==> config.mk <==
export PLATFORM = sky130hd
export DESIGN_NAME = carry_select_subtractor_seq
export DESIGN_NICKNAME = d
export VERILOG_FILES = /design/src/rtl/carry_select_subtractor_seq.sv
export SDC_FILE = /design/constraint.sdc
export NUM_CORES = 1
export LEC_CHECK = 0
export ABC_AREA = 1
export CORE_MARGIN = 3
export CORE_UTILIZATION = 25
export CTS_CLUSTER_DIAMETER = 200
export DETAILED_ROUTE_END_ITERATION = 8
export PLACE_DENSITY_LB_ADDON = 0.08
export SYNTH_ARGS = -nofsm -noshare
export SYNTH_HDL_FRONTEND = slang
export SYNTH_SLANG_ARGS = --single-unit
==> constraint.sdc <==
create_clock -name clk -period 5.4 [get_ports clk]
set_clock_uncertainty 0.1 [all_clocks]
set_input_delay 1.35 -clock clk [delete_from_list [all_inputs] [get_ports clk]]
set_output_delay 1.35 -clock clk [all_outputs]
set_load 0.05 [all_outputs]
==> src/rtl/carry_select_subtractor_seq.sv <==
// Sequential carry-select subtractor: diff = a + ~b + 1, one N-bit block per cycle, LSB block first.
// Optional macro CARRY_SELECT_SUBTRACTOR_SATURATE_EN clamps diff to 0 when borrow=1.
module carry_select_subtractor_seq #(
  parameter int N      = 4,
  parameter int BLOCKS = 4,
  localparam int W     = N * BLOCKS
) (
  input  logic         clk,
  input  logic         rst_n,
  input  logic         in_valid,
  output logic         in_ready,
  input  logic [W-1:0] a,
  input  logic [W-1:0] b,
  output logic         out_valid,
  input  logic         out_ready,
  output logic [W-1:0] diff,
  output logic         borrow
);

  // state | meaning
  // IDLE  | waiting for operands, in_ready=1
  // CALC  | one block per cycle, idx_q selects the block
  // DONE  | result held until out_ready
  typedef enum logic [1:0] {IDLE, CALC, DONE} state_t;

  localparam int IDX_W = (BLOCKS > 1) ? $clog2(BLOCKS) : 1;
  localparam logic [IDX_W-1:0] LAST_IDX = IDX_W'(BLOCKS - 1);

  state_t           state_q, state_d;
  logic [W-1:0]     a_q, nb_q, res_q;
  logic             carry_q;
  logic [IDX_W-1:0] idx_q;
  logic [N-1:0]     a_blk, nb_blk;
  logic [N:0]       sum0, sum1, sel;

  always_ff @(posedge clk or negedge rst_n) begin
    if (!rst_n) state_q <= IDLE;
    else        state_q <= state_d;
  end

  always_comb begin
    state_d = state_q;
    case (state_q)
      IDLE:    if (in_valid) state_d = CALC;
      CALC:    if (idx_q == LAST_IDX) state_d = DONE;
      DONE:    if (out_ready) state_d = IDLE;
      default: state_d = IDLE;
    endcase
  end

  // Both candidate sums are formed every cycle; the registered carry picks one.
  always_comb begin
    a_blk  = a_q[idx_q*N +: N];
    nb_blk = nb_q[idx_q*N +: N];
    sum0   = {1'b0, a_blk} + {1'b0, nb_blk};
    sum1   = sum0 + 1'b1;
    sel    = carry_q ? sum1 : sum0;
  end

  always_ff @(posedge clk or negedge rst_n) begin
    if (!rst_n) begin
      a_q     <= '0;
      nb_q    <= '0;
      res_q   <= '0;
      carry_q <= 1'b0;
      idx_q   <= '0;
    end else begin
      case (state_q)
        IDLE: begin
          if (in_valid) begin
            a_q     <= a;
            nb_q    <= ~b;
            res_q   <= '0;
            carry_q <= 1'b1;
            idx_q   <= '0;
          end
        end
        CALC: begin
          res_q[idx_q*N +: N] <= sel[N-1:0];
          carry_q             <= sel[N];
          idx_q               <= (idx_q == LAST_IDX) ? '0 : idx_q + 1'b1;
        end
        default: ;
      endcase
    end
  end

  assign in_ready  = (state_q == IDLE);
  assign out_valid = (state_q == DONE);
  assign borrow    = out_valid & ~carry_q;

`ifdef CARRY_SELECT_SUBTRACTOR_SATURATE_EN
  assign diff = (out_valid && !borrow) ? res_q : '0;
`else
  assign diff = out_valid ? res_q : '0;
`endif

endmodule
==> flow_metrics.py, run 1 <==
metrics = {
    "synth": {
        "synthArstFlopShare_pct": 100,
        "ys_types": 27,
        "netlist_instances": 344,
        "synth_area_per_cell_sq_um": 7.85,
        "ys_seq_elements": 53,
        "ys.flop_type": "dfrtp_1",
        "synthesis.area_sq_um": 2700,
        "synth_seq_area_share_pct": 49.1,
        "yosysWarnings": 0,
        "synth-edff-count": 0,
        "syn_nets": 390,
    },
    "power_and_ir_drop": {
        "vdd_drop_max_mv": 0.199,
        "p_leak_nw": 1.60,
        "total_power_mw": 2.16,
        "cellPowerDensity_nw_per_um2": 624,
    },
    "sta": {
        "finalHoldViolCount": 0,
        "setup_viol": 0,
        "whs_ps": 383,
        "rsz0062_at_grt": "false",
        "max_freq_mhz": 284,
        "slew_viol_final": 0,
        "fin_ws_ps": 1880,
        "finalCritPeriodShare_pct": 65.2,
        "max_slew.worst_pin.slew_ps": 717,
        "max_slew_margin_pct": 52.2,
        "min_period_ps": 3520,
        "tns_ps": 0,
    },
    "cts": {
        "ctsHoldBuffers": 0,
        "path_clk_slew_ps": 100,
        "numCtsBuffers": 5,
        "cts_num_sinks": 53,
        "tritoncts": "built",
        "clockBufferDepth": 2,
        "htreeDepth": 2,
        "post-cts-setup-buffers": 0,
        "cts-root-buf": "clkbuf_8",
        "clock_latency_ps": 310,
        "ctsResizeCount": 0,
    },
    "floorplan": {
        "die_width_microns": 110,
        "io_pins": 55,
        "initial_utilization_pct": 25.9,
        "row_count": 37,
        "die-height_microns": 110,
        "dieArea_sq_um": 12100,
        "coreArea_sq_um": 10400,
    },
    "global_routing": {
        "grt_max_degree": 56,
        "grt_overflow": 0,
        "antenna_found_initial": 0,
        "grt_util_all_layers_pct": 12.1,
        "grt_pass1_vias": 2292,
        "grt_pass1_wl_microns": 11400,
    },
    "outcome": {
        "outcome": "completed",
    },
    "worst_setup_path": {
        "timing.rr.end": "res_q[5]",
        "cp_data_required_time_ps": 3950,
        "crit_fanout": 18,
        "reg2reg_slack_ps": 2240,
        "worstRegToRegCells": 12,
        "r2r-start": "idx_q[1]",
        "start_kind": "flop",
        "critPathArrivalTime_ps": 2070,
        "critical_path_class": "reg -> out",
        "end_kind": "primary output",
    },
    "layout": {
        "fin_util_pct": 33.3,
        "stdcell_count": 533,
        "fin_nets": 442,
        "n_antenna_cell": 0,
        "syn_to_final_growth_pct": 28.3,
        "drive_gt1_share_pct": 6.30,
        "fill_cells": 1138,
        "final_cell_area_sq_um": 3470,
    },
    "routing": {
        "routed_wl_microns": 6840,
        "drt_iter0_drc": 139,
        "antenna_left": 0,
        "viasPerCell": 4.34,
        "vias": 2313,
        "wl_per_cell_microns": 12.8,
        "drc": 0,
        "drt_first_pass_iters": 4,
    },
    "place": {
        "gp_congestion": 0.726,
        "place_area_sq_um": 3370,
        "io_buffers": 54,
        "post-place-cells": 525,
        "dpl_worst_slack_ps": 2200,
        "dp_hpwl_microns": 4760,
    },
    "worst_hold_path": {
        "holdPathEnd": "a_q[7]",
        "worstHoldStart": "a_q[7]",
        "hp-class": "reg -> reg",
        "hold_depth": 2,
    },
    "run": {
        "drv_cap": 0,
    },
}
synth_stat cells, types with 2 or more instances:
cell	number	area share, %
nand2_1	93	13
dfrtp_1	53	49
nor2_1	45	6.3
o21ai_0	40	7.4
inv_1	37	5.1
o22ai_1	16	3.7
nand3_1	12	2.2
ha_1	9	4.2
nand4_1	6	1.4
clkbuf_1	5	0.69
buf_2	4	0.74
inv_2	4	0.56
nand2_2	3	0.69
nor2_4	2	0.83
o21ai_1	2	0.37
or2_1	2	0.46
critical path, stage by stage (launching register included):
cell and delay, ps:
dfrtp_1 430, inv_1 60, nor2_1 150, inv_2 170, nor2_1 140, clkdlybuf4s50_1 810
logic make-up after synthesis:
family	Yosys count	share of synthesized area, %
AND/OR/NAND/NOR	167	26.0
buffers and inverters	54	7.97
AO/OA/AOI/OAI	60	12.0
adder cells (fa/ha/maj)	10	4.91
flip-flops	53	49.1
registers in the layout, indices dropped and copies added (netlist names):
| name | count |
|---|---|
| res_q | 16 |
| carry_q | 1 |
| idx_q | 2 |
| state_q | 2 |
| nb_q | 16 |
| a_q | 16 |
worst max-delay path by stage:
stage | endpoint | depth (start not counted) | startpoint | slack, ps
floorplan | diff[10] | 5 | state_q[1] | 1760
global placement | res_q[5] | 12 | idx_q[1] | 2190
detailed placement | borrow | 5 | state_q[1] | 2200
CTS | borrow | 5 | state_q[1] | 1830
global route | diff[10] | 5 | state_q[1] | 1700
finish | diff[1] | 5 | state_q[1] | 1880
metal layers:
layer | global-route usage [%] | vias to the layer above | wire length [microns]
li1 | - | 1198 | -
met1 | 16.9 | 1045 | 3310
met2 | 19.2 | 65 | 3120
met3 | 2.23 | 5 | 353
met4 | 3.47 | 0 | 63
met5 | 0 | - | 0
layout by cell type (no fill, tap or decap), types with 2 or more instances in the layout:
cell             instances
nand2_1                 93
dfrtp_1                 53
clkdlybuf4s50_1         53
nor2_1                  45
o21ai_0                 40
inv_1                   37
o22ai_1                 16
nand3_1                 12
ha_1                     9
nand4_1                  6
clkbuf_8                 6
inv_2                    4
nand2_2                  3
nor2_4                   2
o21ai_1                  2
or2_1                    2
buf_4                    2
cell type report:
cell class / count / area [sq um] / share of cell area (%)
clock buffer: 6 / 82.6 / 2.38
clock inverter: 2 / 13.8 / 0.397
inverter: 43 / 164 / 4.73
multi-input combinational: 237 / 1160 / 33.5
sequential: 53 / 1330 / 38.3
tap: 136 / 170 / 4.91
timing repair buffer: 56 / 551 / 15.9
power by group:
group	internal, mW	switching, mW	total [mW]
clock network	0.104	0.134	0.239
registers	0.570	0.0969	0.667
logic	0.425	0.833	1.26
total	1.10	1.06	2.16
Power figures use the tool's default switching activity.
==> run 2: changes to the inputs <==
clock period = 2.8 ns   (was 5.4 ns; I/O delays follow)
==> flow_metrics.py, run 2 (synthesis gave the netlist of run 1 again) <==
metrics = {
    "worst_setup_path": {
        "worstRegToRegCells": 13,
        "critPathArrivalTime_ps": 2690,
        "reg2reg_slack_ps": 240,
        "r2r-start": "idx_q[0]",
        "start_kind": "flop",
        "timing.rr.end": "res_q[5]",
        "end_kind": "flop",
        "crit_fanout": 13,
        "cp_data_required_time_ps": 2930,
        "critical_path_class": "reg -> reg",
    },
    "layout": {
        "drive_gt1_share_pct": 12.4,
        "reg.largest.list": "a_q: 16 flops, nb_q: 16 flops, res_q: 16 flops",
        "final_common_cell": "nand2_1",
        "syn_to_final_growth_pct": 28.4,
        "fill_cells": 1144,
        "fin_nets": 447,
        "n_antenna_cell": 0,
        "most-common-layout-cells": "nand2_1 (93), dfrtp_1 (53), nor2_1 (43)",
    },
    "cts": {
        "ctsHoldBuffers": 0,
        "path_clk_slew_ps": 110,
        "numCtsBuffers": 5,
        "clock_latency_ps": 320,
        "cts-root-buf": "clkbuf_8",
        "htreeDepth": 2,
        "tritoncts": "built",
        "clockBufferDepth": 2,
        "cts_num_sinks": 53,
    },
    "outcome": {
        "outcome": "completed",
    },
    "sta": {
        "setup_viol": 0,
        "max_freq_mhz": 391,
        "slew_viol_final": 0,
        "max_slew_margin_pct": 53.2,
        "max_slew.worst_pin.slew_ps": 701,
        "min_period_ps": 2560,
        "finalHoldViolCount": 0,
        "finalCritPeriodShare_pct": 91.3,
        "rsz0062_at_grt": "false",
        "tns_ps": 0,
    },
    "routing": {
        "wl_per_cell_microns": 13.0,
        "drc": 0,
        "routed_wl_microns": 6970,
        "antenna_left": 0,
        "drt_iter0_drc": 68,
        "drt_first_pass_iters": 4,
        "vias": 2290,
        "viasPerCell": 4.26,
    },
    "worst_hold_path": {
        "holdPathEnd": "a_q[11]",
        "hp-class": "reg -> reg",
        "hold_depth": 2,
        "worstHoldStart": "a_q[11]",
    },
    "floorplan": {
        "die-height_microns": 110,
        "coreArea_sq_um": 10400,
        "initial_utilization_pct": 25.9,
        "dieArea_sq_um": 12100,
        "row_count": 37,
        "io_pins": 55,
        "die_width_microns": 110,
    },
    "power_and_ir_drop": {
        "total_power_mw": 4.27,
        "cellPowerDensity_nw_per_um2": 1230,
        "p_leak_nw": 1.65,
        "vdd_drop_max_mv": 0.390,
    },
    "global_routing": {
        "grt_max_degree": 54,
        "grt_pass1_wl_microns": 11400,
        "antenna_found_initial": 0,
        "grt_pass1_vias": 2255,
        "grt_overflow": 0,
        "grt_util_all_layers_pct": 12.2,
    },
    "place": {
        "dp_hpwl_microns": 5250,
        "gp_congestion": 0.732,
        "io_buffers": 54,
    },
    "run": {
        "drv_cap": 0,
    },
}
run 2: final cells by class:
type                       count  area (sq um)  area share, %
timing repair buffer          61           546           15.7
clock buffer                   5          68.8           1.98
sequential                    53          1330           38.2
tap                          136           170           4.91
clock inverter                 3          25.0          0.721
inverter                      43           168           4.83
multi-input combinational    237          1160           33.6
run 2: power by group:
part           leakage, nW  internal, mW  total, mW  switching (mW)
clock               0.0447         0.181      0.454           0.273
combinational        0.923         0.867       2.51            1.64
sequential           0.678          1.10       1.31           0.204
run 2: metrics by stage:
stage               instances  util (%)  setup WS, ps  hold WS (ps)  cell area [sq um]
global placement          530      32.3           322           370               3370
finish                    538      33.3           244           393               3470
floorplan                 344         -          83.6           304               2700
CTS                       538      33.2           229           398               3460
detailed placement        530      32.3           278           370               3370
global route              538      33.3          15.4           418               3470
run 2: critical path, cell delays in order, from the launching register on:
cell and delay [ps]:
dfrtp_1 390, inv_1 70, buf_4 180, nor2_1 60, o22ai_1 200, ha_1 220
fa_1 440, ha_1 290, nand2_1 40, o21ai_0 80, inv_1 80, nor2_1 120
nand2_1 90, o22ai_1 120
run 2: how the worst max path moves through the flow:
stage / from / to / cells past startpoint
6_report: idx_q[0] / res_q[5] / 13
5_1_grt: idx_q[0] / res_q[5] / 13
4_1_cts: state_q[1] / in_ready / 2
3_5_place_dp: idx_q[0] / res_q[5] / 12
3_3_place_gp: idx_q[0] / carry_q / 13
2_1_floorplan: state_q[1] / diff[10] / 5
run 2: what timing repair did:
action,CTS,global route
setup buffers,0,0
gates resized for setup,0,5
setup endpoints to repair,0,8
hold endpoints to repair,0,0
run 2: routing by layer:
layer | share of wire, % | track usage (%)
met1 | 49 | 17.1
met4 | 0.95 | 2.94
met2 | 45 | 19.1
met3 | 4.7 | 2.58
met5 | 0 | 0
